## config.mk

```make
export PLATFORM = sky130hd
export DESIGN_NAME = ddr_bw_seq
export DESIGN_NICKNAME = d
export VERILOG_FILES = /design/src/rtl/ddr_bw_pkg.sv /design/src/rtl/bw_engine_handshake.sv /design/src/rtl/ddr_bw_seq.sv
export SDC_FILE = /design/constraint.sdc
export NUM_CORES = 1
export LEC_CHECK = 0
export CORE_MARGIN = 3
export CORE_UTILIZATION = 49
export DETAILED_ROUTE_END_ITERATION = 8
export PLACE_DENSITY = 0.81
export SLEW_MARGIN = 20
export SYNTH_ARGS = -nofsm -noshare
export SYNTH_HDL_FRONTEND = slang
export SYNTH_HIERARCHICAL = 1
export SYNTH_SLANG_ARGS = --single-unit
```

## constraint.sdc

```tcl
create_clock -name clk -period 3.6 [get_ports clk]
set_input_delay 0.54 -clock clk [delete_from_list [all_inputs] [get_ports clk]]
set_output_delay 0.54 -clock clk [all_outputs]
set_load 0.01 [all_outputs]
```

## src/rtl/ddr_bw_pkg.sv

```systemverilog
// Shared definitions for the DDR bandwidth-test sequencer.
//   - seq_state_t : top-level sequencer states
//   - MODE_*      : CTRL_MODE encodings (3 is reserved and runs as MODE_WR_RD)
//   - seq_cfg_t   : run configuration captured on an accepted start
//   - DIR_*       : direction index into the per-direction handshake array
package ddr_bw_pkg;

   localparam int TMO_CYCLES_DEF = 1024;

   localparam logic [1:0] MODE_WR    = 2'd0;
   localparam logic [1:0] MODE_RD    = 2'd1;
   localparam logic [1:0] MODE_WR_RD = 2'd2;

   localparam int DIR_W   = 0;
   localparam int DIR_R   = 1;
   localparam int NUM_DIR = 2;

   typedef enum logic [2:0] {
      ST_IDLE,
      ST_W_REQ,
      ST_W_RUN,
      ST_R_REQ,
      ST_R_RUN,
      ST_NEXT,
      ST_FIN
   } seq_state_t;

   typedef struct packed {
      logic [1:0]  mode;
      logic [31:0] addr;
      logic [31:0] nburst;
   } seq_cfg_t;

endpackage

```

## src/rtl/bw_engine_handshake.sv

```systemverilog
// Per-direction START/IDLE handshake for one DDR traffic engine.
// Ports:
//   clk, rstn : clock, async active-low reset
//   req       : sequencer is in this direction's REQ state
//   run       : sequencer is in this direction's RUN state
//   clr       : clear the cycle accumulator (accepted sequence start)
//   idle      : engine idle input
//   start     : registered engine start output
//   acc       : engine accepted the start this cycle (start high, idle low)
//   fin       : engine back to idle while running
//   tmo       : request has waited too long; sequencer must abort
//   cycles    : saturating busy-cycle accumulator
module bw_engine_handshake
   import ddr_bw_pkg::*;
#(
   parameter int CNT_WIDTH  = 32,
   parameter int TMO_CYCLES = TMO_CYCLES_DEF
) (
   input  logic                 clk,
   input  logic                 rstn,
   input  logic                 req,
   input  logic                 run,
   input  logic                 clr,
   input  logic                 idle,
   output logic                 start,
   output logic                 acc,
   output logic                 fin,
   output logic                 tmo,
   output logic [CNT_WIDTH-1:0] cycles
);

   localparam int TW = $clog2(TMO_CYCLES);
   // The abort edge is placed so that DONE (one cycle after FIN entry)
   // lands exactly TMO_CYCLES cycles after the REQ state was entered.
   localparam logic [TW-1:0] TMO_LAST = TW'(TMO_CYCLES - 2);

   logic [TW-1:0]        tmo_cnt;
   logic                 start_q;
   logic [CNT_WIDTH-1:0] cyc_q;

   assign acc    = req && start_q && !idle;
   assign tmo    = req && !acc && (tmo_cnt == TMO_LAST);
   assign fin    = run && idle;
   assign start  = start_q;
   assign cycles = cyc_q;

   always_ff @(posedge clk or negedge rstn) begin
      if (!rstn) begin
         start_q <= 1'b0;
         tmo_cnt <= '0;
         cyc_q   <= '0;
      end else begin
         // Raise START only once the engine reports idle; hold it until the
         // engine drops idle, or until the request is abandoned.
         if (!req || acc || tmo)
            start_q <= 1'b0;
         else if (idle)
            start_q <= 1'b1;

         tmo_cnt <= req ? tmo_cnt + 1'b1 : '0;

         if (clr)
            cyc_q <= '0;
         else if (((req && start_q) || run) && (cyc_q != '1))
            cyc_q <= cyc_q + 1'b1;
      end
   end

endmodule

```

## src/rtl/ddr_bw_seq.sv

```systemverilog
// DDR bandwidth-test sequencer: runs NITER iterations of write, read or
// write-then-read engine runs over one buffer and accumulates busy cycles.
// Ports:
//   clk, rstn                 : AXI clock, async active-low reset
//   CTRL_START/MODE/ADDR/
//   CTRL_NBURST/NITER         : run request from the register file
//   W*/R* START/ADDR/NBURST   : engine controls (ADDR/NBURST hold latched cfg)
//   WIDLE_REG, RIDLE_REG      : engine idle inputs
//   BUSY, DONE, ERR           : status (DONE one-cycle pulse, ERR sticky)
//   ITER_CNT, WCYCLES, RCYCLES: completed iterations, busy-cycle counts
module ddr_bw_seq
   import ddr_bw_pkg::*;
#(
   parameter int CNT_WIDTH  = 32,
   parameter int ITER_WIDTH = 16,
   parameter int TMO_CYCLES = TMO_CYCLES_DEF
) (
   input  logic                  clk,
   input  logic                  rstn,
   input  logic                  CTRL_START,
   input  logic [1:0]            CTRL_MODE,
   input  logic [31:0]           CTRL_ADDR,
   input  logic [31:0]           CTRL_NBURST,
   input  logic [ITER_WIDTH-1:0] CTRL_NITER,
   output logic                  WSTART_REG,
   output logic [31:0]           WADDR_REG,
   output logic [31:0]           WNBURST_REG,
   input  logic                  WIDLE_REG,
   output logic                  RSTART_REG,
   output logic [31:0]           RADDR_REG,
   output logic [31:0]           RNBURST_REG,
   input  logic                  RIDLE_REG,
   output logic                  BUSY,
   output logic                  DONE,
   output logic                  ERR,
   output logic [ITER_WIDTH-1:0] ITER_CNT,
   output logic [CNT_WIDTH-1:0]  WCYCLES,
   output logic [CNT_WIDTH-1:0]  RCYCLES
);

   seq_state_t            state;
   seq_cfg_t              cfg;
   logic [ITER_WIDTH-1:0] niter_q, iter_q, iter_nxt;
   logic                  busy_q, done_q, err_q;
   logic                  accept, wr_en, rd_en;

   logic [NUM_DIR-1:0]                req, run, acc, fin, tmo, idle, start;
   logic [NUM_DIR-1:0][CNT_WIDTH-1:0] cycles;

   assign accept   = CTRL_START && !busy_q && (state == ST_IDLE);
   assign wr_en    = (cfg.mode != MODE_RD);
   assign rd_en    = (cfg.mode != MODE_WR);
   assign iter_nxt = iter_q + ITER_WIDTH'(1);

   assign req[DIR_W] = (state == ST_W_REQ);
   assign run[DIR_W] = (state == ST_W_RUN);
   assign req[DIR_R] = (state == ST_R_REQ);
   assign run[DIR_R] = (state == ST_R_RUN);
   assign idle       = {RIDLE_REG, WIDLE_REG};

   for (genvar d = 0; d < NUM_DIR; d++) begin : g_hs
      bw_engine_handshake #(
         .CNT_WIDTH  (CNT_WIDTH),
         .TMO_CYCLES (TMO_CYCLES)
      ) u_hs (
         .clk    (clk),
         .rstn   (rstn),
         .req    (req[d]),
         .run    (run[d]),
         .clr    (accept),
         .idle   (idle[d]),
         .start  (start[d]),
         .acc    (acc[d]),
         .fin    (fin[d]),
         .tmo    (tmo[d]),
         .cycles (cycles[d])
      );
   end

   always_ff @(posedge clk or negedge rstn) begin
      if (!rstn) begin
         state   <= ST_IDLE;
         cfg     <= '0;
         niter_q <= '0;
         iter_q  <= '0;
         busy_q  <= 1'b0;
         done_q  <= 1'b0;
         err_q   <= 1'b0;
      end else begin
         done_q <= 1'b0;
         unique case (state)
            ST_IDLE: begin
               // BUSY stays up through the DONE cycle, so a start arriving
               // alongside DONE is still ignored.
               if (accept) begin
                  cfg.mode   <= (CTRL_MODE == 2'd3) ? MODE_WR_RD : CTRL_MODE;
                  cfg.addr   <= CTRL_ADDR;
                  cfg.nburst <= CTRL_NBURST;
                  niter_q    <= CTRL_NITER;
                  iter_q     <= '0;
                  err_q      <= 1'b0;
                  busy_q     <= 1'b1;
                  if ((CTRL_NBURST == '0) || (CTRL_NITER == '0))
                     state <= ST_FIN;
                  else
                     state <= (CTRL_MODE == MODE_RD) ? ST_R_REQ : ST_W_REQ;
               end else begin
                  busy_q <= 1'b0;
               end
            end
            ST_W_REQ: begin
               if (acc[DIR_W]) begin
                  state <= ST_W_RUN;
               end else if (tmo[DIR_W]) begin
                  err_q <= 1'b1;
                  state <= ST_FIN;
               end
            end
            ST_W_RUN: if (fin[DIR_W]) state <= rd_en ? ST_R_REQ : ST_NEXT;
            ST_R_REQ: begin
               if (acc[DIR_R]) begin
                  state <= ST_R_RUN;
               end else if (tmo[DIR_R]) begin
                  err_q <= 1'b1;
                  state <= ST_FIN;
               end
            end
            ST_R_RUN: if (fin[DIR_R]) state <= ST_NEXT;
            ST_NEXT: begin
               iter_q <= iter_nxt;
               if (iter_nxt == niter_q)
                  state <= ST_FIN;
               else
                  state <= wr_en ? ST_W_REQ : ST_R_REQ;
            end
            ST_FIN: begin
               done_q <= 1'b1;
               state  <= ST_IDLE;
            end
            default: state <= ST_IDLE;
         endcase
      end
   end

   assign WSTART_REG  = start[DIR_W];
   assign RSTART_REG  = start[DIR_R];
   assign WADDR_REG   = cfg.addr;
   assign RADDR_REG   = cfg.addr;
   assign WNBURST_REG = cfg.nburst;
   assign RNBURST_REG = cfg.nburst;
   assign BUSY        = busy_q;
   assign DONE        = done_q;
   assign ERR         = err_q;
   assign ITER_CNT    = iter_q;
   assign WCYCLES     = cycles[DIR_W];
   assign RCYCLES     = cycles[DIR_R];

endmodule

```

==> out/metrics.cfg, run 1 <==
[outcome]
status=complete, no violations

[die]
core_area_mm2=0.0214
dieArea_mm2=0.0240
num_rows=53
fp.dieH_um=155
start_util_pct=50.7
fp.dieW_um=155
boundaryPins=300

[routing]
finalWirelength_um=28300
drc=0
vias=9217
drtAntennaViolNets=0
dr.pass1.iters=5
drtIter0Drc=524
vias_per_cell=5.55
wl_per_cell_um=17.1

[finish]
multi_input_area_mm2=0.00478
diodes=0
layout.nets=1467
seq_area_mm2=0.00475
fillers=1761
area_growth_syn_to_layout_pct=26.1
drive_gt1_share_pct=6.42

[synth]
synth_cells=1225
netlist_area_mm2=0.0109
yosysSeqAreaShare_pct=43.8
synth_edf_count=0
synth_top_area_share_pct=43.8
post_synth.cell_area_avg_um2=8.86
yosys_warnings=6
synth_ff_type=dfrtp_1
yosysTopAreaCell=dfrtp_1
yosysUniqueCellTypes=69
synth_seq_cells=190
async_reset_ff_share_pct=100
synthesis.nets=1319
ys_top_cells_by_area=dfrtp_1 44%, nand2_1 10%, buf_4 9.1%

[cts]
cts_max_path_buffers=2
cts_buffers=17
cts_setup_buffers=0
clock_sinks=190
post_cts_resized=0
clk_latency_ns=0.43
cts_hold_buf=0
path_clk_slew_ns=0.07
h-tree-depth=4
root_buffer=clkbuf_16
cts_tree=built

[grt]
grt_pass1_wl_um=46100
track_usage_pct=23.4
grt_pass1_vias=8884
grt_antenna_before_repair=0
grt_max_degree=87
grt.overflow.total=0

[place]
io_buffers=299
dp_hpwl_um=20700
gp_congestion=0.877
pre_cts_ws_ns=0.672

[worst_setup_path]
worstSetupPathType=flop to flop
crit_path_end_kind=flop
setup.worst_path.start=state[2]$_DFFE_PN0P_
required_ns=3.94
r2r_start=state[2]$_DFFE_PN0P_
worst_ep_arrival_time_ns=3.33
cp-start-kind=flop
path_max_fanout=14

[sta]
tns_ns=0
skew_ns=0.0138
worst_pin_slew_ns=0.839
slew_headroom_pct=43.9
finalHoldViolations=0
min_period_ns=2.99
setup_violations=0
finalWorstSetupSlack_ns=0.612
fmax_mhz=335
rsz0062_at_grt=false
drv_slew=0
fin_crit_sh_pct=83.0

[hold_path]
hold_path_class=input pin to asynchronous set/reset pin

[pwr]
ir_drop_mv=0.341
powerDensity_mw_per_mm2=671
leakage_nw=5.78

[run]
maxCapViolations=0

[routing by layer]
metal  part of all wire [%]  track usage, %
met1                     42            30.0
met2                     50            40.3
met4                    1.1            5.47
met5                      0               0
met3                    7.2            5.34
[stage by stage]
step / hold WS, ns / instances / utilization, % / instance area (um2) / power, mW
after global routing: 0.193 / 1661 / 63.9 / 13700 / 9.77
after floorplan: 0.244 / 1225 / - / 10900 / 5.93
after CTS: 0.184 / 1661 / 63.9 / 13700 / 9.27
final: 0.160 / 1661 / 63.9 / 13700 / 9.18
after global placement: 0.480 / 1629 / 61.0 / 13100 / 7.12
after detailed placement: 0.482 / 1629 / 61.0 / 13100 / 7.24
[flip-flops by register name, indices dropped and copies added, names as in the netlist, 2 cells and up]
signal / count
cfg: 2
state: 3
RADDR_REG: 32
g_hs.u_hs/cycles: 64
g_hs.u_hs/tmo_cnt: 20
ITER_CNT: 16
g_hs.u_hs/start: 2
niter_q: 16
RNBURST_REG: 32
[path summary, 6_finish.rpt]
check	slack [ns]	cells after the start	end
max	0.61	12	state[0]$_DFFE_PN0P_
min	0.16	1	RNBURST_REG[18]$_DFFE_PN0P_
max reg2reg	0.61	12	state[0]$_DFFE_PN0P_
min reg2reg	0.51	2	RNBURST_REG[19]$_DFFE_PN0P_
max in group asynchronous	2.51	2	RADDR_REG[7]$_DFFE_PN0P_
min in group clk	0.51	2	RNBURST_REG[19]$_DFFE_PN0P_
[kinds of logic (layout without fill, tap and decap cells)]
logic type / count (synthesis) / count (layout) / synth area share, %
AO/OA/AOI/OAI: 174 / 174 / 10.8
XOR/XNOR: 42 / 42 / 3.55
adder cells (fa/ha/maj): 7 / 7 / 0.807
buffers and inverters: 205 / 366 / 12.2
flip-flops: 190 / 190 / 43.8
multiplexers: 12 / 12 / 1.48
AND/OR/NAND/NOR: 595 / 595 / 27.4
[report_power, final]
part | switching [mW] | leakage (nW) | internal, mW | total (mW)
Sequential | 0.690 | 2.52 | 2.71 | 3.40
Combinational | 1.77 | 2.96 | 2.02 | 3.79
Clock | 0.874 | 0.305 | 1.12 | 1.99
[critical path: stages (launching register included)]
cell      delay, ns
dfrtp_1        0.62
clkinv_1       0.37
nand2_1        0.24
nor2_1         0.06
buf_4          0.20
nand2_1        0.07
nor2_1         0.08
nor3b_1        0.31
nor3_1         0.08
a21oi_1        0.19
o22ai_1        0.18
or3_1          0.35
o21ai_0        0.15
[placed cells by master (no fill, tap or decap), types with 12 or more instances in the layout]
cell / instances
nand2_1: 300
clkdlybuf4s50_1: 298
dfrtp_1: 190
nor2_1: 56
o21ai_0: 51
a21oi_1: 49
nand3_1: 34
nand4_1: 30
o31ai_1: 25
or3_1: 25
xnor2_1: 24
inv_1: 23
and2_1: 21
nor2b_1: 18
nor4_1: 17
xor2_1: 17
clkbuf_16: 17
or4_1: 16
and3_1: 14
and4_1: 12
[final cells by class]
cell class / count / area share, %
multi-input cells: 830 / 34.9
well taps: 275 / 2.51
clock inverters: 15 / 1.44
inverters: 25 / 0.704
flip-flops and latches: 190 / 34.7
repair buffers: 309 / 22.6
clock buffers: 17 / 3.11
[synthesized netlist by cell type, types with 21 or more instances]
cell / count
nand4_1: 30
o31ai_1: 25
nor2_1: 56
nand2_1: 300
nand3_1: 34
xnor2_1: 24
buf_4: 131
o21ai_0: 51
and2_1: 21
inv_1: 24
or3_1: 25
clkbuf_1: 37
a21oi_1: 49
dfrtp_1: 190
No activity file was read; power rests on OpenSTA's default activity.
==> inputs of run 2 (changes only) <==
- clock period: 3.6 -> 3 ns (I/O delays scaled with it)
==> run 2 against run 1 <==
  * Via count rose by 0.17%
  * Final cell count rose by 0.66%
  * Total power grew 19%
  * Largest cell class unchanged
==> out/metrics.cfg, run 2 (synthesized netlist as in run 1, its figures left out) <==
[routing]
finalWirelength_um=28700
dr.pass1.iters=5
drc=0
drtIter0Drc=554
wl_per_cell_um=17.1
vias_per_cell=5.52
drtAntennaViolNets=0
vias=9233

[worst_setup_path]
crit_path_end_kind=flop
setup.worst_path.start=ITER_CNT[2]$_DFFE_PN0P_
required_ns=3.33
path_max_fanout=9
cp-start-kind=flop
worst_ep_arrival_time_ns=3.04
r2r_start=ITER_CNT[2]$_DFFE_PN0P_
worstSetupPathType=flop to flop

[grt]
grt_max_degree=74
grt_pass1_vias=9118
grt_antenna_before_repair=0
grt.met1_usage_pct=30.7
grt.busiest_layer=met2
met2_usage_pct=39.9
grt.overflow.total=0
grt_pass1_wl_um=47000
grt_use_met3_pct=6.44
track_usage_pct=23.8

[finish]
largest_reg_flops=64
diodes=0
fillers=1762
fin_area_mm2=0.0137
stdcell_count=1672
drive_gt1_share_pct=7.09
mostFrequentLayoutCells=300 x nand2_1, 298 x clkdlybuf4s50_1, 190 x dfrtp_1, 56 x nor2_1, 51 x o21ai_0
layout_commonest_cell=nand2_1
utilization_pct=64.2
area_growth_syn_to_layout_pct=26.6
layout.nets=1479

[pwr]
leakage_nw=5.81
ir_drop_mv=0.468
powerDensity_mw_per_mm2=794

[cts]
post_cts_resized=0
cts_tree=built
h-tree-depth=4
cts_hold_buf=0
path_clk_slew_ns=0.07
root_buffer=clkbuf_16
clock_sinks=190
cts_buffers=17
clk_latency_ns=0.43
cts_max_path_buffers=2
cts_setup_buffers=0

[sta]
min_period_ns=2.70
rsz0062_at_grt=false
whs_ns=0.0101
finalHoldViolations=0
worst_pin_slew_ns=0.832
fin_crit_sh_pct=90.1
fmax_mhz=370
tns_ns=0
skew_ns=0.0140
drv_slew=0
slew_headroom_pct=44.3
setup_violations=0

[place]
dp_hpwl_um=21000
gp_congestion=0.894
io_buffers=299
dp_cells=1641
placed_area_mm2=0.0132

[die]
num_rows=53
start_util_pct=50.7
fp.dieH_um=155
boundaryPins=300
fp.dieW_um=155
core_area_mm2=0.0214
dieArea_mm2=0.0240

[run]
maxCapViolations=0

[hold_path]
hold_path_class=input pin to asynchronous set/reset pin

[outcome]
status=complete, no violations

-- run 2: cell types whose count changed in the layout (fill, tap and decap cells not counted) --
| cell | change |
|---|---|
| inv_6 | -2 |
| clkbuf_1 | +1 |
| clkinv_2 | -1 |
| clkinvlp_4 | +3 |
| bufinv_16 | -2 |
| buf_12 | +1 |
| clkbuf_8 | +1 |
| buf_4 | +11 |
| clkinv_4 | -1 |
-- run 2: worst max-delay path: stages, from the launching register on --
cell and delay, ns:
dfrtp_1 0.52, nand3_1 0.34, nor4_1 0.60, xor2_1 0.13, a311oi_1 0.27, or4b_1 0.53
a22oi_1 0.22
-- run 2: power breakdown --
part | total [mW] | internal [mW] | leakage [nW] | switching (mW)
logic | 4.70 | 2.47 | 3.02 | 2.23
clock network | 2.22 | 1.19 | 0.268 | 1.03
registers | 3.99 | 3.26 | 2.52 | 0.733
-- run 2: per-stage QoR --
stage	setup slack, ns	total power, mW
after floorplan	0.145	7.11
after global placement	0.425	8.61
after detailed placement	0.383	8.74
after CTS	0.335	11.0
after global routing	0.130	11.6
final	0.296	10.9
-- run 2: cell type report --
class                   instances  area [um2]  share of cell area [%]
flip-flops and latches        190        4750                    34.6
multi-input cells             830        4780                    34.8
well taps                     275         344                    2.50
inverters                      25        96.3                   0.701
clock buffers                  19         443                    3.22
clock inverters                12         129                   0.938
repair buffers                321        3200                    23.3
-- run 2: layer usage --
metal  vias up  part of all wire, %
met2       343                   49
li1       4416                    -
met1      4441                   42
met4         0                  1.5
met5         -                    0
met3        33                  7.6
-- run 2: worst paths after layout --
check | to | slack (ns) | depth (start not counted)
setup / recovery | state[1]$_DFFE_PN0P_ | 0.30 | 6
hold / removal | RNBURST_REG[18]$_DFFE_PN0P_ | 0.01 | 1
hold reg to reg | niter_q[4]$_DFFE_PN0P_ | 0.49 | 2
setup reg to reg | state[1]$_DFFE_PN0P_ | 0.30 | 6
min in group clk | niter_q[4]$_DFFE_PN0P_ | 0.49 | 2
max in group asynchronous | RNBURST_REG[11]$_DFFE_PN0P_ | 2.27 | 2
==> RTL edit 1 (config.mk and constraints of run 1) <==
`CNT_WIDTH` is set to 32 in 2 places; all go to 64.
--- a/src/rtl/bw_engine_handshake.sv
+++ b/src/rtl/bw_engine_handshake.sv
@@ -15,3 +15,3 @@
 #(
-   parameter int CNT_WIDTH  = 32,
+   parameter int CNT_WIDTH  = 64,
    parameter int TMO_CYCLES = TMO_CYCLES_DEF
--- a/src/rtl/ddr_bw_seq.sv
+++ b/src/rtl/ddr_bw_seq.sv
@@ -13,3 +13,3 @@
 #(
-   parameter int CNT_WIDTH  = 32,
+   parameter int CNT_WIDTH  = 64,
    parameter int ITER_WIDTH = 16,
Interface: changed (resized RCYCLES and WCYCLES); port bits go from 300 to 364. The function was not compared with the original's and may differ.
==> RTL edit 1 against run 1 <==
  * Synthesized cell count is 37% higher
  * Largest cell class unchanged
  * Area after synthesis is 33% higher
  * Total power is 34% higher
  * Clock skew rose by 0.00059 ns
  * Setup slack lost 0.22 ns
  * Final area up 37%
  * Sequential cell count increased by 64
  * Wire length is 56% higher
==> RTL edit 1: results (changes against run 1) <==
[global_route]
grt_pass1_vias=12645  ; +42%
grt_overflow=0  ; unchanged
antenna_found_initial=1  ; +1
grt_usage_pct=27.0  ; +3.6 points
grt_max_degree=110  ; +26%
grt_pass1_wl_um=69100  ; +50%

[synthesis]
seq_area_frac_synth_pct=44.0  ; +0.20 points
yosys-top-cells-count=nand2_1 (337), dfrtp_1 (254), buf_4 (131), nor2_1 (94), a21oi_1 (87)
ys_warn_count=6  ; unchanged
synthesis.nets=1772  ; +34%
synth.distinct_cells=78  ; +13%
synth_flop_cell=dfrtp_1
netlist_top_cells_area=dfrtp_1 (44%), nand2_1 (8.8%), buf_4 (6.8%)

[layout]
fillers=2326  ; +32%
largest_register_ffs=128  ; +100%
final_nets=1995  ; +36%
drive_above_1_share_pct=6.39  ; -0.028 points

[clocking]
cts-root-buf=clkbuf_16
cts_htree_levels=1  ; -3
ctsResizeCount=0  ; unchanged
postCtsSetupRepairBufs=0  ; unchanged
clk_path_buf_depth=3  ; +1
numCtsBuffers=29  ; +12
clock_latency_ns=0.56  ; +0.13 ns

[hold_path]
holdCritPathClass=input port to asynchronous set/reset pin

[routing]
wl_um=44100  ; +56%
dr.pass1.iters=5  ; unchanged
viasPerCell=5.73  ; +3.2%
m1WireLength_um=17100  ; +45%
route.met2.wl_um=21500  ; +51%
dr.max_layer_used=met4
drt-initial-drc-count=972  ; +85%
wl_met3_um=3710  ; +82%

[timing]
fin_worst_skew_ns=0.0143  ; +0.000586 ns
tightestPinTransition_ns=0.957  ; +0.118 ns

[setup_path]
crit_slowest_cell=or4b_1
critical_path.max_fanout=9  ; -5
cp.arrival_ns=3.65  ; +0.32 ns
worstReg2RegStart=state[2]
start_kind=flip-flop
cpPeakStageDelay_ns=0.69  ; +0.07 ns
path_delay_family=simple AND/OR/NAND/NOR gates

[power_and_ir_drop]
p_leak_nw=7.69  ; +33%
peakVddDrop_uv=410  ; +20%

[status]
outcome=finished, final reports clean

[placement]
place.gp.congestion=0.898  ; +2.5%
io_buffers=363  ; +21%
hpwl_um=31600  ; +52%

[RTL edit 1: cell count changes in the layout (fill, tap and decap cells not counted), sizes merged, moves of 37 or more]
cell	change
clkdlybuf4s50	+64
dfrtp	+64
nand3	+40
nor2	+40
a21oi	+38
or3	+38
nand2	+37
[RTL edit 1: where the power goes]
part,internal [mW],switching [mW],total (mW)
registers,3.49,0.745,4.24
clock network,2.34,1.23,3.57
logic,2.22,2.24,4.46
[RTL edit 1: path summary, 6_finish.rpt]
check,end,slack [ns],depth (start not counted)
worst max-delay path,g_hs[1].u_hs/cycles[54],0.39,8
worst min-delay path,RADDR_REG[3],0.03,1
worst max register to register,g_hs[1].u_hs/cycles[54],0.39,8
worst min register to register,niter_q[3],0.49,2
max in group asynchronous,g_hs[1].u_hs/cycles[46],2.61,2
min in group clk,niter_q[3],0.49,2
[RTL edit 1: worst register-to-register path: stages, from the launching register on]
cell	delay, ns
dfrtp_1	0.35
clkinv_1	0.20
nor3_1	0.24
a21o_1	0.29
nand3_1	0.19
or4b_1	0.69
or3_1	0.51
nor4_2	0.29
mux2_1	0.34
[RTL edit 1: cells by family after synthesis]
family | synth area share [%]
AOI/OAI and AO/OA | 10.4
xor gates and xnor gates | 3.94
adders and majority gates | 0.606
buffers and inverters | 9.61
DFF | 44.0
muxes | 1.37
and+or+nand+nor | 30.0
[RTL edit 1: cell type report]
class                           count  area share (%)
Clock inverter                     21            2.08
Antenna cell                        1          0.0133
Multi-Input combinational cell   1197            35.8
Clock buffer                       33            4.16
Tap cell                          384            2.56
Inverter                           26           0.547
Timing Repair Buffer              393            20.9
Sequential cell                   254            33.9
[RTL edit 1: metal layers]
metal,vias up,GRT usage (%)
met1,6351,34.0
li1,6248,-
met5,-,0
met3,109,5.73
met4,0,10.7
met2,520,45.3
[RTL edit 1: through the flow]
step                power (mW)  cell area [sq um]  cells  worst slack, ns
floorplan                 6.98              14400   1678            0.536
finish                    12.3              18800   2309            0.391
global placement          8.57              17600   2254            0.531
CTS                       12.4              18800   2308            0.423
global route              12.9              18800   2309            0.137
detailed placement        8.71              17600   2254            0.426
==> RTL edit 2 (settings of run 1) <==
Without the edit above. Register the output `ITER_CNT` once more, with the module's reset; this adds one clock of latency there. The other outputs are not delayed to match. Comments in the files are not updated.
--- a/src/rtl/ddr_bw_seq.sv
+++ b/src/rtl/ddr_bw_seq.sv
@@ -153,3 +153,9 @@
    assign ERR         = err_q;
-   assign ITER_CNT    = iter_q;
+   always_ff @(posedge clk or negedge rstn) begin
+      if (!rstn) begin
+         ITER_CNT <= '0;
+      end else begin
+         ITER_CNT <= iter_q;
+      end
+   end
    assign WCYCLES     = cycles[DIR_W];
Function: changed (Yosys sat finds a counterexample within 10 cycles, from zero or initial values and one cycle with rstn low).
==> RTL edit 2 against run 1 <==
  * Wire length increased by 8.7%
  * Final area increased by 4.6%
  * Worst hold slack got worse by 0.086 ns
  * First-iteration DRC count increased by 16%
  * Area after synthesis increased by 3.7%
  * Core utilization increased by 0.71 points
  * Critical path depth decreased by 5
  * Total power increased by 22%
  * Sequential cell count increased by 16
  * Setup slack improved by 0.087 ns
  * Cell count increased by 1.7%
==> RTL edit 2: results (changes against run 1) <==
[status]
outcome=finished, final reports clean

[power_and_ir_drop]
swShare_pct=36.3  ; about the same
p_leak_nw=6.13  ; +5.9%
seqPwrFrac_pct=36.6  ; -0.4 points
power_frac_clock_pct=22.8  ; +1.1 points
peakVddDrop_uv=591  ; +73%

[clocking]
numCtsBuffers=24  ; +7
cts_htree_levels=1  ; -3
clk_path_buf_depth=3  ; +1

[routing]
wl_met3_um=2140  ; +5.3%
m1WireLength_um=12400  ; +5.3%
num_vias=9450  ; +2.5%

[layout]
final_nets=1486  ; +1.3%
clkCellAreaFrac_pct=5.97  ; +1.4 points
clkbuf_count=34  ; +17
buffers=310  ; +0.32%
multi_input_area_share_pct=33.2  ; -1.6 points

[setup_path]
reg2reg_slack_ns=0.70  ; +0.09 ns
reg2regPathDepth=7  ; -5
cpPeakStageDelay_ns=0.55  ; -0.07 ns
cp.arrival_ns=3.32  ; about the same

[placement]
place.gp.congestion=0.914  ; +4.2%

[synthesis]
seq_area_frac_synth_pct=45.8  ; +2.0 points
synthMuxAreaShare_pct=1.43  ; -0.041 points
netlist_top_cells_area=dfrtp_1 (46%), nand2_1 (9.8%), buf_4 (8.7%)
yosys-top-cells-count=nand2_1 (294), dfrtp_1 (206), buf_4 (130), nor2_1 (54), a21oi_1 (51)
synth_compound_area_share_pct=10.6  ; -0.19 points
synth.distinct_cells=67  ; -2.9%

[timing]
tightestPinTransition_ns=1.04  ; +0.202 ns

[global_route]
grt.met1_usage_pct=30.8  ; +0.71 points
grt_usage_pct=24.0  ; +0.62 points
met2_usage_pct=42.1  ; +1.8 points
grt_max_degree=97  ; +11%

-- RTL edit 2: cell count changes after synthesis, sizes merged, moves of 3 or more --
cell           run 1  this run
nand2            300       295
nand2b             5         2
buf              143       151
nand4             31        35
o311ai             4         7
clkbuf            37        30
dfrtp            190       206
o21ai             52        57
and2              21        24
and4              15        18
-- RTL edit 2: stage by stage --
| step | area, sq um | hold WS [ns] | instances | util, % | setup WS (ns) |
|---|---|---|---|---|---|
| 6_report | 14300 | 0.0741 | 1689 | 64.6 | 0.699 |
| 5_1_grt | 14300 | 0.143 | 1689 | 64.6 | 0.418 |
| 4_1_cts | 14300 | 0.136 | 1689 | 64.6 | 0.718 |
| 3_5_place_dp | 13500 | 0.442 | 1646 | 60.8 | 0.781 |
| 3_3_place_gp | 13500 | 0.429 | 1646 | 60.8 | 0.854 |
| 2_1_floorplan | 11300 | 0.244 | 1237 | - | 1.22 |
